File: config.mk
export PLATFORM = sky130hd
export DESIGN_NAME = mem_arbiter
export DESIGN_NICKNAME = d
export VERILOG_FILES = /design/src/rtl/mem_arb_pkg.sv /design/src/rtl/rr_pick.sv /design/src/rtl/mem_arbiter.sv
export SDC_FILE = /design/constraint.sdc
export NUM_CORES = 1
export LEC_CHECK = 0
export CORE_ASPECT_RATIO = 0.9
export CORE_UTILIZATION = 28
export DETAILED_ROUTE_END_ITERATION = 7
export PLACE_DENSITY = 0.79
export SETUP_SLACK_MARGIN = 0.1
export SYNTH_ARGS = -nofsm -noshare
export SYNTH_HDL_FRONTEND = slang
export SYNTH_SLANG_ARGS = --single-unit
File: constraint.sdc
create_clock -name clk -period 5.3 [get_ports clk]
set_input_delay 1.06 -clock clk [delete_from_list [all_inputs] [get_ports clk]]
set_output_delay 1.06 -clock clk [all_outputs]
set_load 0.01 [all_outputs]
File: src/rtl/mem_arb_pkg.sv
// Shared constants and helpers for the system SRAM arbiter.
package mem_arb_pkg;

    localparam int unsigned ARB_FIXED    = 0;
    localparam int unsigned ARB_RR       = 1;
    localparam int unsigned MAX_CHANNELS = 8;

    // Index width for n channels; never narrower than one bit.
    function automatic int unsigned idx_width(input int unsigned n);
        return (n < 2) ? 1 : $clog2(n);
    endfunction

endpackage

File: src/rtl/rr_pick.sv
// Rotating priority picker: first set request at or above base, wrapping modulo CHANNELS.
module rr_pick
    import mem_arb_pkg::*;
#(
    parameter int unsigned CHANNELS = 3
) (
    input  logic [CHANNELS-1:0]            req,
    input  logic [idx_width(CHANNELS)-1:0] base,
    output logic                           valid,
    output logic [idx_width(CHANNELS)-1:0] idx
);

    localparam int unsigned IW   = idx_width(CHANNELS);
    localparam logic [IW:0] CH_W = (IW + 1)'(CHANNELS);

    logic [2*CHANNELS-1:0] dbl;
    logic [CHANNELS-1:0]   rot;
    logic [IW-1:0]         off;
    logic [IW:0]           sum;

    always_comb begin
        // Doubling the vector makes the right shift a rotate by base.
        dbl   = {req, req} >> base;
        rot   = dbl[CHANNELS-1:0];
        valid = |rot;
        off   = '0;
        for (int k = CHANNELS - 1; k >= 0; k--) begin
            if (rot[k]) begin
                off = IW'(k);
            end
        end
        sum = {1'b0, base} + {1'b0, off};
        if (sum >= CH_W) begin
            sum = sum - CH_W;
        end
        idx = sum[IW-1:0];
    end

endmodule

File: src/rtl/mem_arbiter.sv
// N-channel arbiter sharing the single-port system SRAM between CPU and debug requesters.
module mem_arbiter
    import mem_arb_pkg::*;
#(
    parameter int unsigned CHANNELS     = 3,
    parameter int unsigned AW           = 16,
    parameter int unsigned DW           = 16,
    parameter int unsigned ROUND_ROBIN  = 1,
    parameter int unsigned CH0_OVERRIDE = 1
) (
    input  logic                   clk,
    input  logic                   reset_n,
    input  logic [CHANNELS-1:0]    ch_req,
    input  logic [CHANNELS-1:0]    ch_we,
    input  logic [CHANNELS*AW-1:0] ch_addr,
    input  logic [CHANNELS*DW-1:0] ch_wdata,
    output logic [CHANNELS-1:0]    ch_rdy,
    output logic [DW-1:0]          rd_data,
    output logic [AW-1:0]          mem_addr,
    output logic [DW-1:0]          mem_wdata,
    output logic                   mem_we,
    output logic                   mem_re,
    input  logic [DW-1:0]          mem_rdata,
    output logic [2:0]             last_grant
);

    localparam int unsigned IW = idx_width(CHANNELS);

    logic [IW-1:0]       ptr_q, ptr_d;
    logic [IW-1:0]       base, pick_idx, win_idx;
    logic                pick_valid, grant;
    logic [CHANNELS-1:0] ch_rdy_q, ch_rdy_d;
    logic [2:0]          last_grant_q, last_grant_d;

    assign base = (ROUND_ROBIN == ARB_RR) ? ptr_q : '0;

    rr_pick #(
        .CHANNELS(CHANNELS)
    ) u_pick (
        .req  (ch_req),
        .base (base),
        .valid(pick_valid),
        .idx  (pick_idx)
    );

    always_comb begin
        win_idx = pick_idx;
        // Debug on channel 0 pre-empts everyone; starving the others is accepted.
        if ((CH0_OVERRIDE != 0) && ch_req[0]) begin
            win_idx = '0;
        end
        grant     = reset_n & pick_valid;
        mem_addr  = ch_addr[win_idx*AW +: AW];
        mem_wdata = ch_wdata[win_idx*DW +: DW];
        mem_we    = grant & ch_we[win_idx];
        mem_re    = grant & ~ch_we[win_idx];

        ch_rdy_d     = '0;
        last_grant_d = last_grant_q;
        ptr_d        = ptr_q;
        if (grant) begin
            ch_rdy_d[win_idx] = 1'b1;
            last_grant_d      = 3'(win_idx);
            ptr_d             = (win_idx == IW'(CHANNELS - 1)) ? '0 : win_idx + 1'b1;
        end
    end

    always_ff @(posedge clk or negedge reset_n) begin
        if (!reset_n) begin
            ptr_q        <= '0;
            ch_rdy_q     <= '0;
            last_grant_q <= '0;
        end else begin
            ptr_q        <= ptr_d;
            ch_rdy_q     <= ch_rdy_d;
            last_grant_q <= last_grant_d;
        end
    end

    assign ch_rdy     = ch_rdy_q;
    assign last_grant = last_grant_q;
    assign rd_data    = mem_rdata;

endmodule

==> results.sh, run 1 <==
export IMPL_synth_compound_area_share_pct=46.4
export IMPL_post_drt_wl_per_cell_um=15.9
export IMPL_first_pass_iters=4
export IMPL_ant_nets=0
export IMPL_p_seq_share_pct=4.3
export IMPL_initial_core_util_pct=29.6
export IMPL_p_int_mw=1.11
export IMPL_cts_reportedPaths_clkPinSlew_ns=0.04
export IMPL_async_flop_share_pct=100
export IMPL_std_cell_rows=25
export IMPL_clkPwrFrac_pct=3.9
export IMPL_period_share_pct=95.4
export IMPL_cp_required_ns=4.24
export IMPL_p_leak_nw=1.32
export IMPL_yosysWarnings=0
export IMPL_port_buffers=142
export IMPL_yosys_area_share_adder_pct=2.86
export IMPL_crit_family="adder cells"
export IMPL_grt_max_degree=31
export IMPL_io_pins=176
export IMPL_synth_area_leaders="a32o_1 20%, a22o_1 18%, nor2b_1 14%"
export IMPL_htreeDepth=1
export IMPL_slew_violations=0
export IMPL_drv_cap=0
export IMPL_clock_latency_ns=0.23
export IMPL_setup_viol=0
export IMPL_synth_top_area_share_pct=20.3
export IMPL_synthFlopType="dfrtp_1"
export IMPL_combPwrFrac_pct=91.7
export IMPL_p_per_area_mw_per_mm2=616
export IMPL_synth_cell_area_sq_mm=0.00157
export IMPL_finalHoldViolCount=0
export IMPL_place_inst=384
export IMPL_cts_sinks=7
export IMPL_n_antenna_cell=0
export IMPL_status="complete, no violations"
export IMPL_die_y_um=73.1
export IMPL_synth_xor_area_share_pct=0
export IMPL_drc_errors=0
export IMPL_grt_pass1_vias=2027
export IMPL_layout_nets=450
export IMPL_crit_path_frequent_cell="inv_2"
export IMPL_ys_types=36
export IMPL_clock_path_buffers=2
export IMPL_cp_num_buf_inv=6
export IMPL_ys_ff_latch=7
export IMPL_vias=2114
export IMPL_syn_area_per_cell_sq_um=8.16
export IMPL_place_hpwl_um=4610
export IMPL_die_area_sq_mm=0.00593
export IMPL_wl_um=6250
export IMPL_hold_path_class="flop to flop"
export IMPL_clock_skew_ns=0.00195
export IMPL_timing_hold_ws_ns=0.498
export IMPL_drive_above_1_share_pct=18.7
export IMPL_slowest_stage="fa_1"
export IMPL_path_max_fanout=6
export IMPL_power_mw=1.96
export IMPL_grt_usage_pct=20.2
export IMPL_startpoint_type="input pin"
export IMPL_synth_top_area_cell="a32o_1"
export IMPL_fin_cells=393
export IMPL_ir_worst_vdd_mv=0.306
export IMPL_max_freq_mhz=198
export IMPL_grt_ovfl_total=0
export IMPL_drt_iter0_drc=38
export IMPL_synth_top_cells_by_count="35 x nor2b_1, 32 x a22o_1, 32 x a32o_1, 17 x buf_4, 14 x clkbuf_1"
export IMPL_synth_area_mux_share_pct=1.35
export IMPL_max_stage_delay_ns=0.51
export IMPL_drt_met1_wl_um=2510
export IMPL_place_congestion=0.808
export IMPL_min_period_ns=5.06
export IMPL_post_synth_top_count_cell="nor2b_1"
export IMPL_synth_cells=193
export IMPL_setup_tns_ns=0
export IMPL_end_kind="output port"
export IMPL_grt_pass1_wl_um=9470
export IMPL_synthSimpleGateAreaFrac_pct=20.3
export IMPL_die_w_um=81.0
export IMPL_p_switching_uw=846
export IMPL_cts_tree="built"
export IMPL_arrival_ns=4.00
export IMPL_worst_setup_path_type="input pin to output port"
export IMPL_switching_share_pct=43.2
export IMPL_root_buffer="clkbuf_8"
export IMPL_ys_seq_area_share_pct=11.1
export IMPL_top_layer="met4"
export IMPL_area_growth_pct=102
export IMPL_dr_wl_met2_um=3210
export IMPL_rsz0062_at_grt="no"
export IMPL_worstPathCellList="clkdlybuf4s15_1 > or3_1 > a21o_1 > o21ai_2 > ha_2 > inv_2 > fa_1 > inv_2 > ha_4 > nand4b_4 > nand2b_4 > buf_6 > buf_16 > a32o_1 > a22o_1 > buf_2"
export IMPL_synth_edf_count=0
export IMPL_antenna_found_initial=0
export IMPL_cts_buffers=3
export IMPL_core_sq_mm=0.00532
export IMPL_avgViaCountPerCell=5.38
export IMPL_met3_length_um=519
export IMPL_syn_nets=316
export IMPL_synth_top_family_by_area="compound AO/OA/AOI/OAI gates"
power by group through the flow:
stage          combinational (mW)  sequential, mW  clock, mW
3_3_place_gp                 1.78          0.0849          0
5_1_grt                      1.92          0.0867     0.0802
2_1_floorplan               0.933          0.0899          0
3_5_place_dp                 1.79          0.0849          0
4_1_cts                      1.80          0.0846     0.0769
6_report                     1.80          0.0851     0.0771
layout make-up:
type / instances / area [sq um]
timing repair buffer: 169 / 1680
sequential: 7 / 175
tap: 67 / 83.8
inverter: 6 / 22.5
fill: 473 / 2140
multi-input combinational: 140 / 1170
clock buffer: 4 / 45.0
per-stage QoR:
| stage | utilization, % | cell area (sq um) | setup WS (ns) |
|---|---|---|---|
| after floorplan | - | 1570 | 0.286 |
| after global placement | 57.0 | 3030 | -0.385 |
| after detailed placement | 57.0 | 3030 | -0.481 |
| after CTS | 59.7 | 3180 | 0.102 |
| after global routing | 59.8 | 3180 | 0.117 |
| final | 59.8 | 3180 | 0.243 |
final timing paths:
| path | from | end | slack, ns | cells past startpoint |
|---|---|---|---|---|
| setup / recovery | ch_req[0] | mem_wdata[8] | 0.24 | 16 |
| hold / removal | last_grant[0] | last_grant[0] | 0.50 | 2 |
| setup reg to reg | base[1] | base[1] | 2.19 | 13 |
| hold reg to reg | last_grant[0] | last_grant[0] | 0.50 | 2 |
| max in group asynchronous | reset_n | ch_rdy[1] | 3.93 | 1 |
| min in group asynchronous | reset_n | ch_rdy[0] | 1.11 | 1 |
cell usage in the layout (no fill, tap or decap), drive strengths merged, types with 4 or more instances in the layout:
cell type,n
dfrtp,7
clkdlybuf4s15,22
a22o,32
o21ai,5
inv,6
nand2,4
clkdlybuf4s50,105
nor2b,35
buf,39
a32o,32
clkbuf,4
cell families (layout without fill, tap and decap cells):
family                   Yosys count  in the layout
AO/OA/AOI/OAI                     83             83
buffers and inverters             46            179
flip-flops                         7              7
multiplexers                       2              2
other                              1              1
AND/OR/NAND/NOR                   51             51
adder cells (fa/ha/maj)            3              3
routing by layer:
layer	up-vias	track usage (%)
met3	2	4.75
met4	0	1.79
met1	1010	23.7
met2	102	38.1
li1	1000	-
met5	-	0
worst register-to-register path, stage by stage, from the launching register on:
cell and delay (ns):
dfrtp_1 0.41, nor2b_1 0.17, or3_1 0.40, a21o_1 0.18, o21ai_2 0.06, ha_2 0.18
inv_2 0.03, fa_1 0.51, inv_2 0.06, ha_4 0.24, buf_4 0.12, o31a_1 0.29
nor3_1 0.29, a21o_1 0.12
state kept, by name, summed over array words and instances, names as in the netlist:
name,flops
ch_rdy,3
base,2
last_grant,2
repair_timing:
action,in CTS,in global routing
endpoints found under the hold margin,0,0
resized for setup,124,3
gates cloned,2,0
pin swaps,7,1
hold buffers,0,0
endpoints found under the setup margin,34,34
buffers inserted,3,0
(Power assumes the default switching activity.)
==> inputs of run 2 (changes only) <==
- GPL_ROUTABILITY_DRIVEN: not set -> 0
==> results of run 2 <==
Final layout, timing and power as in run 1 (identical DEF).
==> inputs of run 3 (changes only) <==
- SLEW_MARGIN: not set -> 20
==> results of run 3 <==
Final layout, timing and power as in run 1 (identical DEF).
